<file path="src/rtl/hcsr04_scan_sched.sv">
// Round-robin HC-SR04 ranging scheduler: one shared echo-timing engine
// fires N_SENS sensors in turn, times the selected echo in microseconds,
// publishes a tagged result per slot and keeps a per-sensor "near" mask.
`timescale 1ns/1ps
module hcsr04_scan_sched #(
    parameter int CLK_HZ     = 50_000_000,
    parameter int N_SENS     = 4,
    parameter int TRIG_US    = 10,
    parameter int TIMEOUT_US = 30000,
    parameter int GAP_US     = 60000,
    parameter int THRESH_US  = 1160,
    localparam int IDW       = (N_SENS > 1) ? $clog2(N_SENS) : 1
) (
    input  logic              clk,
    input  logic              rst,
    input  logic              en,
    input  logic [N_SENS-1:0] echo_in,
    output logic [N_SENS-1:0] trig_out,
    output logic              meas_valid,
    output logic [IDW-1:0]    meas_id,
    output logic [15:0]       meas_us,
    output logic              meas_ok,
    output logic [N_SENS-1:0] near_mask,
    output logic              busy
);

    localparam int US_DIV = CLK_HZ / 1_000_000;
    localparam int DIV_W  = (US_DIV > 1) ? $clog2(US_DIV) : 1;

    localparam logic [DIV_W-1:0] DIV_LAST  = DIV_W'(US_DIV - 1);
    localparam logic [16:0]      TRIG_LAST = 17'(TRIG_US - 1);
    localparam logic [16:0]      TMO_T     = 17'(TIMEOUT_US);
    localparam logic [16:0]      GAP_T     = 17'(GAP_US);
    localparam logic [15:0]      THRESH_T  = 16'(THRESH_US);
    localparam logic [IDW-1:0]   SEL_LAST  = IDW'(N_SENS - 1);

    typedef enum logic [2:0] {
        S_IDLE,
        S_TRIG,
        S_WAIT_H,
        S_MEAS,
        S_GAP
    } state_t;

    // Clamp an internal 17-bit count to the published 16-bit range.
    function automatic logic [15:0] sat_us(input logic [16:0] v);
        sat_us = (v >= TMO_T) ? TMO_T[15:0] : v[15:0];
    endfunction

    // A sensor is near only for a real, non-zero echo within threshold.
    function automatic logic is_near(input logic ok, input logic [15:0] us);
        is_near = ok && (us != 16'd0) && (us <= THRESH_T);
    endfunction

    function automatic logic [N_SENS-1:0] onehot(input logic [IDW-1:0] s);
        onehot    = '0;
        onehot[s] = 1'b1;
    endfunction

    logic [DIV_W-1:0]  div_q, div_d;
    logic [N_SENS-1:0] sync1_q, sync1_d;
    logic [N_SENS-1:0] sync2_q, sync2_d;
    state_t            state_q, state_d;
    logic [IDW-1:0]    sel_q, sel_d;
    logic [16:0]       t_q, t_d;
    logic [16:0]       w_q, w_d;
    logic              ep_q, ep_d;
    logic [N_SENS-1:0] trig_q, trig_d;
    logic              mv_q, mv_d;
    logic [IDW-1:0]    mid_q, mid_d;
    logic [15:0]       mus_q, mus_d;
    logic              mok_q, mok_d;
    logic [N_SENS-1:0] near_q, near_d;
    logic              busy_q, busy_d;

    logic              us_tick;
    logic              echo_cur;
    logic              pub;
    logic [15:0]       pub_us;
    logic              pub_ok;

    assign us_tick  = (div_q == DIV_LAST);
    assign echo_cur = sync2_q[sel_q];

    // Microsecond divider and two-stage echo synchronizers.
    always_comb begin
        div_d   = us_tick ? '0 : div_q + 1'b1;
        sync1_d = echo_in;
        sync2_d = sync1_q;
    end

    // Slot sequencer: every state change and counter step happens on a tick.
    always_comb begin
        state_d = state_q;
        sel_d   = sel_q;
        t_d     = t_q;
        w_d     = w_q;
        ep_d    = ep_q;
        trig_d  = trig_q;
        mv_d    = 1'b0;
        mid_d   = mid_q;
        mus_d   = mus_q;
        mok_d   = mok_q;
        near_d  = near_q;
        pub     = 1'b0;
        pub_us  = '0;
        pub_ok  = 1'b0;

        if (us_tick) begin
            ep_d = echo_cur;
            case (state_q)
                S_IDLE: begin
                    trig_d = '0;
                    if (en) begin
                        t_d     = '0;
                        trig_d  = onehot(sel_q);
                        state_d = S_TRIG;
                    end
                end
                S_TRIG: begin
                    if (t_q >= TRIG_LAST) begin
                        trig_d  = '0;
                        t_d     = '0;
                        state_d = S_WAIT_H;
                    end else begin
                        t_d = t_q + 17'd1;
                    end
                end
                S_WAIT_H: begin
                    // Only a 0->1 transition counts; a line already high is ignored.
                    if (!ep_q && echo_cur) begin
                        w_d     = '0;
                        state_d = S_MEAS;
                    end else if (t_q + 17'd1 >= TMO_T) begin
                        pub     = 1'b1;
                        pub_us  = '0;
                        pub_ok  = 1'b0;
                        t_d     = '0;
                        state_d = S_GAP;
                    end else begin
                        t_d = t_q + 17'd1;
                    end
                end
                S_MEAS: begin
                    if (echo_cur) begin
                        if (w_q + 17'd1 >= TMO_T) begin
                            pub     = 1'b1;
                            pub_us  = sat_us(w_q + 17'd1);
                            pub_ok  = 1'b0;
                            t_d     = '0;
                            state_d = S_GAP;
                        end else begin
                            w_d = w_q + 17'd1;
                        end
                    end else begin
                        pub     = 1'b1;
                        pub_us  = sat_us(w_q);
                        pub_ok  = 1'b1;
                        t_d     = '0;
                        state_d = S_GAP;
                    end
                end
                S_GAP: begin
                    trig_d = '0;
                    if (t_q + 17'd1 >= GAP_T) begin
                        sel_d = (sel_q == SEL_LAST) ? '0 : sel_q + 1'b1;
                        t_d   = '0;
                        if (en) begin
                            trig_d  = onehot(sel_d);
                            state_d = S_TRIG;
                        end else begin
                            state_d = S_IDLE;
                        end
                    end else begin
                        t_d = t_q + 17'd1;
                    end
                end
                default: begin
                    trig_d  = '0;
                    state_d = S_IDLE;
                end
            endcase
        end

        // Result registers and the near bit of the slot's own sensor.
        if (pub) begin
            mv_d          = 1'b1;
            mid_d         = sel_q;
            mus_d         = pub_us;
            mok_d         = pub_ok;
            near_d[sel_q] = is_near(pub_ok, pub_us);
        end

        busy_d = (state_d != S_IDLE);
    end

    // State and output registers; reset clears everything, trig_out included.
    always_ff @(posedge clk or posedge rst) begin
        if (rst) begin
            div_q   <= '0;
            sync1_q <= '0;
            sync2_q <= '0;
            state_q <= S_IDLE;
            sel_q   <= '0;
            t_q     <= '0;
            w_q     <= '0;
            ep_q    <= 1'b0;
            trig_q  <= '0;
            mv_q    <= 1'b0;
            mid_q   <= '0;
            mus_q   <= '0;
            mok_q   <= 1'b0;
            near_q  <= '0;
            busy_q  <= 1'b0;
        end else begin
            div_q   <= div_d;
            sync1_q <= sync1_d;
            sync2_q <= sync2_d;
            state_q <= state_d;
            sel_q   <= sel_d;
            t_q     <= t_d;
            w_q     <= w_d;
            ep_q    <= ep_d;
            trig_q  <= trig_d;
            mv_q    <= mv_d;
            mid_q   <= mid_d;
            mus_q   <= mus_d;
            mok_q   <= mok_d;
            near_q  <= near_d;
            busy_q  <= busy_d;
        end
    end

    assign trig_out   = trig_q;
    assign meas_valid = mv_q;
    assign meas_id    = mid_q;
    assign meas_us    = mus_q;
    assign meas_ok    = mok_q;
    assign near_mask  = near_q;
    assign busy       = busy_q;

endmodule
</file>
<file path="config.mk">
export PLATFORM = sky130hd
export DESIGN_NAME = hcsr04_scan_sched
export DESIGN_NICKNAME = d
export VERILOG_FILES = /design/src/rtl/hcsr04_scan_sched.sv
export SDC_FILE = /design/constraint.sdc
export NUM_CORES = 1
export LEC_CHECK = 0
export CAP_MARGIN = 25
export CORE_ASPECT_RATIO = 0.8
export CORE_MARGIN = 2
export CORE_UTILIZATION = 38
export CTS_BUF_LIST = sky130_fd_sc_hd__clkbuf_4 sky130_fd_sc_hd__clkbuf_8 sky130_fd_sc_hd__clkbuf_16
export CTS_CLUSTER_DIAMETER = 40
export CTS_CLUSTER_SIZE = 8
export DETAILED_ROUTE_END_ITERATION = 16
export PLACE_DENSITY = 0.62
export SLEW_MARGIN = 25
export SYNTH_ARGS = -nofsm -noshare
export SYNTH_HDL_FRONTEND = slang
export SYNTH_SLANG_ARGS = --single-unit
</file>
<file path="constraint.sdc">
create_clock -name clk -period 3.5 [get_ports clk]
set_clock_uncertainty 0.2 [all_clocks]
set_input_delay 0.875 -clock clk [delete_from_list [all_inputs] [get_ports clk]]
set_output_delay 0.875 -clock clk [all_outputs]
set_load 0.005 [all_outputs]
</file>
# [Word-level counts from Yosys, hierarchy flattened]
# Cells that the tools add are included.
[word_totals] ff_bits=83 input_bits=7 out_inout_bits=29
[op_classes] order_cmp=10 n_reduce_logical=16 addsub=4 eq_ne=13 n_mux=51 bitwise=1
[ops] cell="$mux 17" n=10
[ops] cell="$pmux 17 s5" n=1
[ops] cell="$mux 16" n=4
[ops] cell="$ge 17x15->1 const B" n=3
[ops] cell="$add 17x1->17 const B" n=2
[ops] cell="$pmux 17 s2" n=1
[ops] cell="$mux 3" n=8
[ops] cell="$ge 17x16->1 const B" n=1
[ops] cell="$ge 17x4->1 const B" n=1
[ops] cell="$le 16x11->1 const B" n=1
[ops] cell="$mux 4" n=4
[ops] cell="$pmux 4 s4" n=1
[ops] cell="$reduce_bool 16->1" n=1
[ops] cell="$mux 15" n=1
[ops] cell="$pmux 3 s5" n=1
[ops] cell="$mux 1" n=13
[ops] cell="$ne 2x2->1 const B" n=6
[ops] cell="$reduce_and 5->1" n=2
[ops] cell="$add 6x1->6 const B" n=1
[ops] cell="$eq 3x2->1 const B" n=2
[ops] cell="$eq 6x6->1 const B" n=1
[ops] cell="$lt 2x3->1 const B" n=2
[ops] cell="$mux 6" n=1
[ops] cell="$reduce_and 3->1" n=2
[ops] cell="19 further kinds" n=25

# [Longest topological paths before layout]
[depth] ltp_word=10 mapped_depth=13

# [Worst setup path after synthesis]
# No wires, ideal clock.
[synth_path] path_kind="register -> register" start="reg t_q[0]" end="reg t_q[6]" required_ns=3.224 stages_incl_launch_ff=12 path_slack_ns=0.362 arrival_ns=2.861 cell_sequence="dfrtp_1 > ha_1 > buf_2 > nand4_1 > a211o_1 > a211oi_2 > a2111oi_4 > a221o_2 > o221a_4 > buf_6 > or4_1 > o21ai_1"
[synth_via] elab_chain_cells=5 elab_cells_between_ends=9
[synth_lines] element="from (decl)" line="65" rtl="logic [16:0] t_q, t_d;"
[synth_lines] element="from (signal assigned)" line="221" rtl="t_q <= t_d;"
[synth_lines] element="$add 17x1->17"
[synth_lines] element="$ge 17x15->1" line="134" rtl="end else if (t_q + 17'd1 >= TMO_T) begin"
[synth_lines] element="$mux 17" line="134"
[synth_lines] element="$mux 17" line="131" rtl="if (!ep_q && echo_cur) begin"
[synth_lines] element="$pmux 17 s5 (*)" line="111" rtl="case (state_q)"
# Every way passes the cells marked *; elsewhere a longest branch is shown, timed or not. The select of a mux whose other input is x is not followed.
# A chain may end at the register's enable or synchronous reset.

# [Worst setup path in the final report]
[layout_path] start="reg t_q[0]" end="reg t_q[14]"
# Same word-level chain as after synthesis.

==> flow_summary.yaml <==
sta:
  min_period_ns: 3.32
  fin_hold_ws_ns: 0.148
  finalMaxSlewViolations: 0
  min_period_over_period_pct: 94.8
  relSlewSlack_pct: 58.3
  rsz0062_at_grt: "no"
  tns_ns: 0
  clock.fmax_mhz: 301
  setup_slack_ns: 0.183
  tightestPinTransition_ns: 0.625
  setup-violations-final: 0
  hold_viol: 0
clock_network:
  cts_max_level: 3
  clockBufferDepth: 2
  cts_resized: 0
  cts_tree: "yes"
  clock-sinks: 83
  ctsHoldBuffers: 0
  cts_setup_buffers: 0
  cts_buffers: 9
  root_buffer: "clkbuf_16"
  path_clk_slew_ns: 0.07
  clk_latency_ns: 0.34
grt:
  grt_pass1_vias: 3999
  grt_max_degree: 52
  grt_first_pass_wirelength_mm: 20.4
  gr-total-overflow: 0
  grt_use_total_pct: 18.0
  grtUsageMet3_pct: 4.15
  grtUsageMet1_pct: 26.6
  antenna_found_initial: 0
  use_met2_pct: 26.5
  grt-busiest-layer: "met1"
synth:
  ys_async_sr_fraction_pct: 100
  post-synth-top-area-fraction_pct: 42.0
  synth_ff_type: "dfrtp_1"
  yosys_warnings: 0
  synth_simple_gate_area_share_pct: 23.3
  synth_top_area_cell: "dfrtp_1"
  avgSynthCellArea_um2: 9.17
  synth_seq_cells: 83
  synth_cell_types: 71
  ys_seq_area_share_pct: 42.0
  netlist_area_um2: 4940
  synth_compound_area_share_pct: 21.8
  synth_fa_ha_area_share_pct: 3.29
  synthCells: 539
  synth.area.top_cells: "dfrtp_1 (42%), o21ai_0 (4.0%), nand2_1 (3.7%)"
  syn_nets: 559
  synth_top_family_by_area: "simple AND/OR/NAND/NOR gates"
  synth_xor_area_share_pct: 1.42
  synth_edf_count: 0
  synth.area.mux_share_pct: 2.43
critical_path:
  critPathRequiredTime_ns: 3.57
  crit_path_end_kind: "register"
  crit_arrival_ns: 3.38
  critical_path_class: "register to register"
  path_max_fanout: 16
  cp_slowest_cell: "or4_1"
  slowest_delay_ns: 0.49
  cp-start-kind: "register"
  crit_chain: "ha_1 -> and3_1 -> o2111a_1 -> mux2_2 -> o21ai_0 -> a221o_2 -> o221a_4 -> or4_1 -> o21ai_1"
routing:
  drtIter0Drc: 522
  wirelength_mm: 12.2
  first_pass_iters: 5
  post_drt_wl_per_cell_um: 16.3
  viasPerCell: 5.74
  drc: 0
  antenna_left: 0
  vias: 4298
cells_and_area:
  utilization_pct: 45.9
  fin_nets: 589
  area_delta_synth_final_pct: 18.8
  diodes: 0
  drive_gt1_share_pct: 11.3
  fin_area_um2: 5870
placed_design:
  io_buffers: 35
  place_hpwl_mm: 8.79
  place_area_um2: 5540
  gp_congestion: 0.985
  pre_cts_ws_ns: 0.225
power:
  irDropWorstVdd_uv: 221
  combPwrFrac_pct: 1.8
  p_sw_mw: 0.447
  pwr-share-clk_pct: 51.4
  leakage_nw: 2.53
  power_density_nw_per_um2: 351
  seqPwrFrac_pct: 46.8
  switching_share_pct: 21.7
  p_int_mw: 1.61
floorplanning:
  initial_utilization_pct: 38.7
  dieArea_um2: 13900
  core_um2: 12800
  pin_count: 36
  fp-row-count: 37
  die_x_um: 131
  die_h_um: 106
run:
  maxCapViolations: 0
worst_hold_path:
  worstHoldPathType: "register to register"
status:
  status: "finished, final reports clean"
## cell type report
cell class | count | area [µm²]
Tap cell | 175 | 219
Inverter | 20 | 76.3
Clock inverter | 7 | 105
Timing Repair Buffer | 62 | 578
Multi-Input combinational cell | 393 | 2590
Clock buffer | 9 | 225
Sequential cell | 83 | 2080
Fill cell | 1219 | 6910
## path summary, 6_finish.rpt
check	startpoint	depth (start not counted)	to	slack (ns)
worst max register to register	t_q[0]	9	t_q[14]	0.18
min in group asynchronous	rst	2	t_q[1]	0.71
worst max-delay path	t_q[0]	9	t_q[14]	0.18
worst min register to register	sync1_q[3]	0	sync2_q[3]	0.15
worst min-delay path	sync1_q[3]	0	sync2_q[3]	0.15
max in group asynchronous	rst	3	t_q[9]	1.72
## cells by family (layout without fill, tap and decap cells)
logic type,after synthesis,count (layout)
buffers and inverters,63,98
XOR/XNOR,8,8
flip-flops,83,83
adder cells (fa/ha/maj),13,13
AND/OR/NAND/NOR,213,213
AO/OA/AOI/OAI,149,149
multiplexers,10,10
## state kept, by name (all words and copies together), names as in the netlist, 2 cells and up
register / cells
trig_out: 4
state_q: 3
meas_us: 16
meas_id: 2
sync2_q: 4
w_q: 17
t_q: 17
sel_q: 2
div_q: 6
near_mask: 4
sync1_q: 4
## through the flow
step | std cells | total power [mW]
4_1_cts | 749 | 2.09
2_1_floorplan | 539 | 1.00
3_3_place_gp | 733 | 1.02
5_1_grt | 749 | 2.14
6_report | 749 | 2.06
3_5_place_dp | 733 | 1.02
## cell usage after synthesis (4+ instances only)
master	n
o21ai_1	10
and4_1	8
nand4_1	20
a21oi_1	7
o41ai_1	6
inv_1	20
o21ai_0	39
nand2b_1	9
nor2_1	35
and2_1	11
dfrtp_1	83
mux2_2	6
xnor2_1	7
or3_1	4
buf_2	10
and3_1	10
nor4_1	8
a22o_1	20
nand2_1	49
a31oi_1	5
or4_1	10
a21o_1	8
nor3_1	11
ha_1	13
buf_4	5
clkbuf_1	25
nand3_1	21
o31ai_1	13
## cells in the final DEF, fill, tap and decap left out, drive strengths merged, types with 9 or more instances in the layout
master,count
nand3,22
o31ai,13
nor2,36
nor3,12
inv,23
and2,12
or4,11
ha,13
nand2,49
nand2b,9
a22o,20
dfrtp,83
buf,27
and3,10
clkdlybuf4s50,35
o21ai,49
nand4,20
clkbuf,9
## worst max-delay path: cells and delay by family, from the launching register on
kind                       cells  cell delay (ns)
muxes                          1             0.14
adders and majority gates      1             0.33
and+or+nand+nor                2             0.89
DFF                            1             0.35
AOI/OAI and AO/OA              5             1.33
## layer usage
metal	vias up	part of all wire [%]	wire, µm
met3	20	6.4	787
met5	-	0	0
met1	2053	50	6060
met2	167	43	5220
li1	2058	-	-
met4	0	1.1	140
## power by group through the flow
stage / Sequential, mW / Clock, mW / Combinational, mW
3_5_place_dp: 0.983 / 0 / 0.0392
2_1_floorplan: 0.983 / 0 / 0.0200
6_report: 0.965 / 1.06 / 0.0372
3_3_place_gp: 0.983 / 0 / 0.0381
5_1_grt: 0.964 / 1.13 / 0.0431
4_1_cts: 0.964 / 1.09 / 0.0392
No activity file was read; power rests on OpenSTA's default activity.
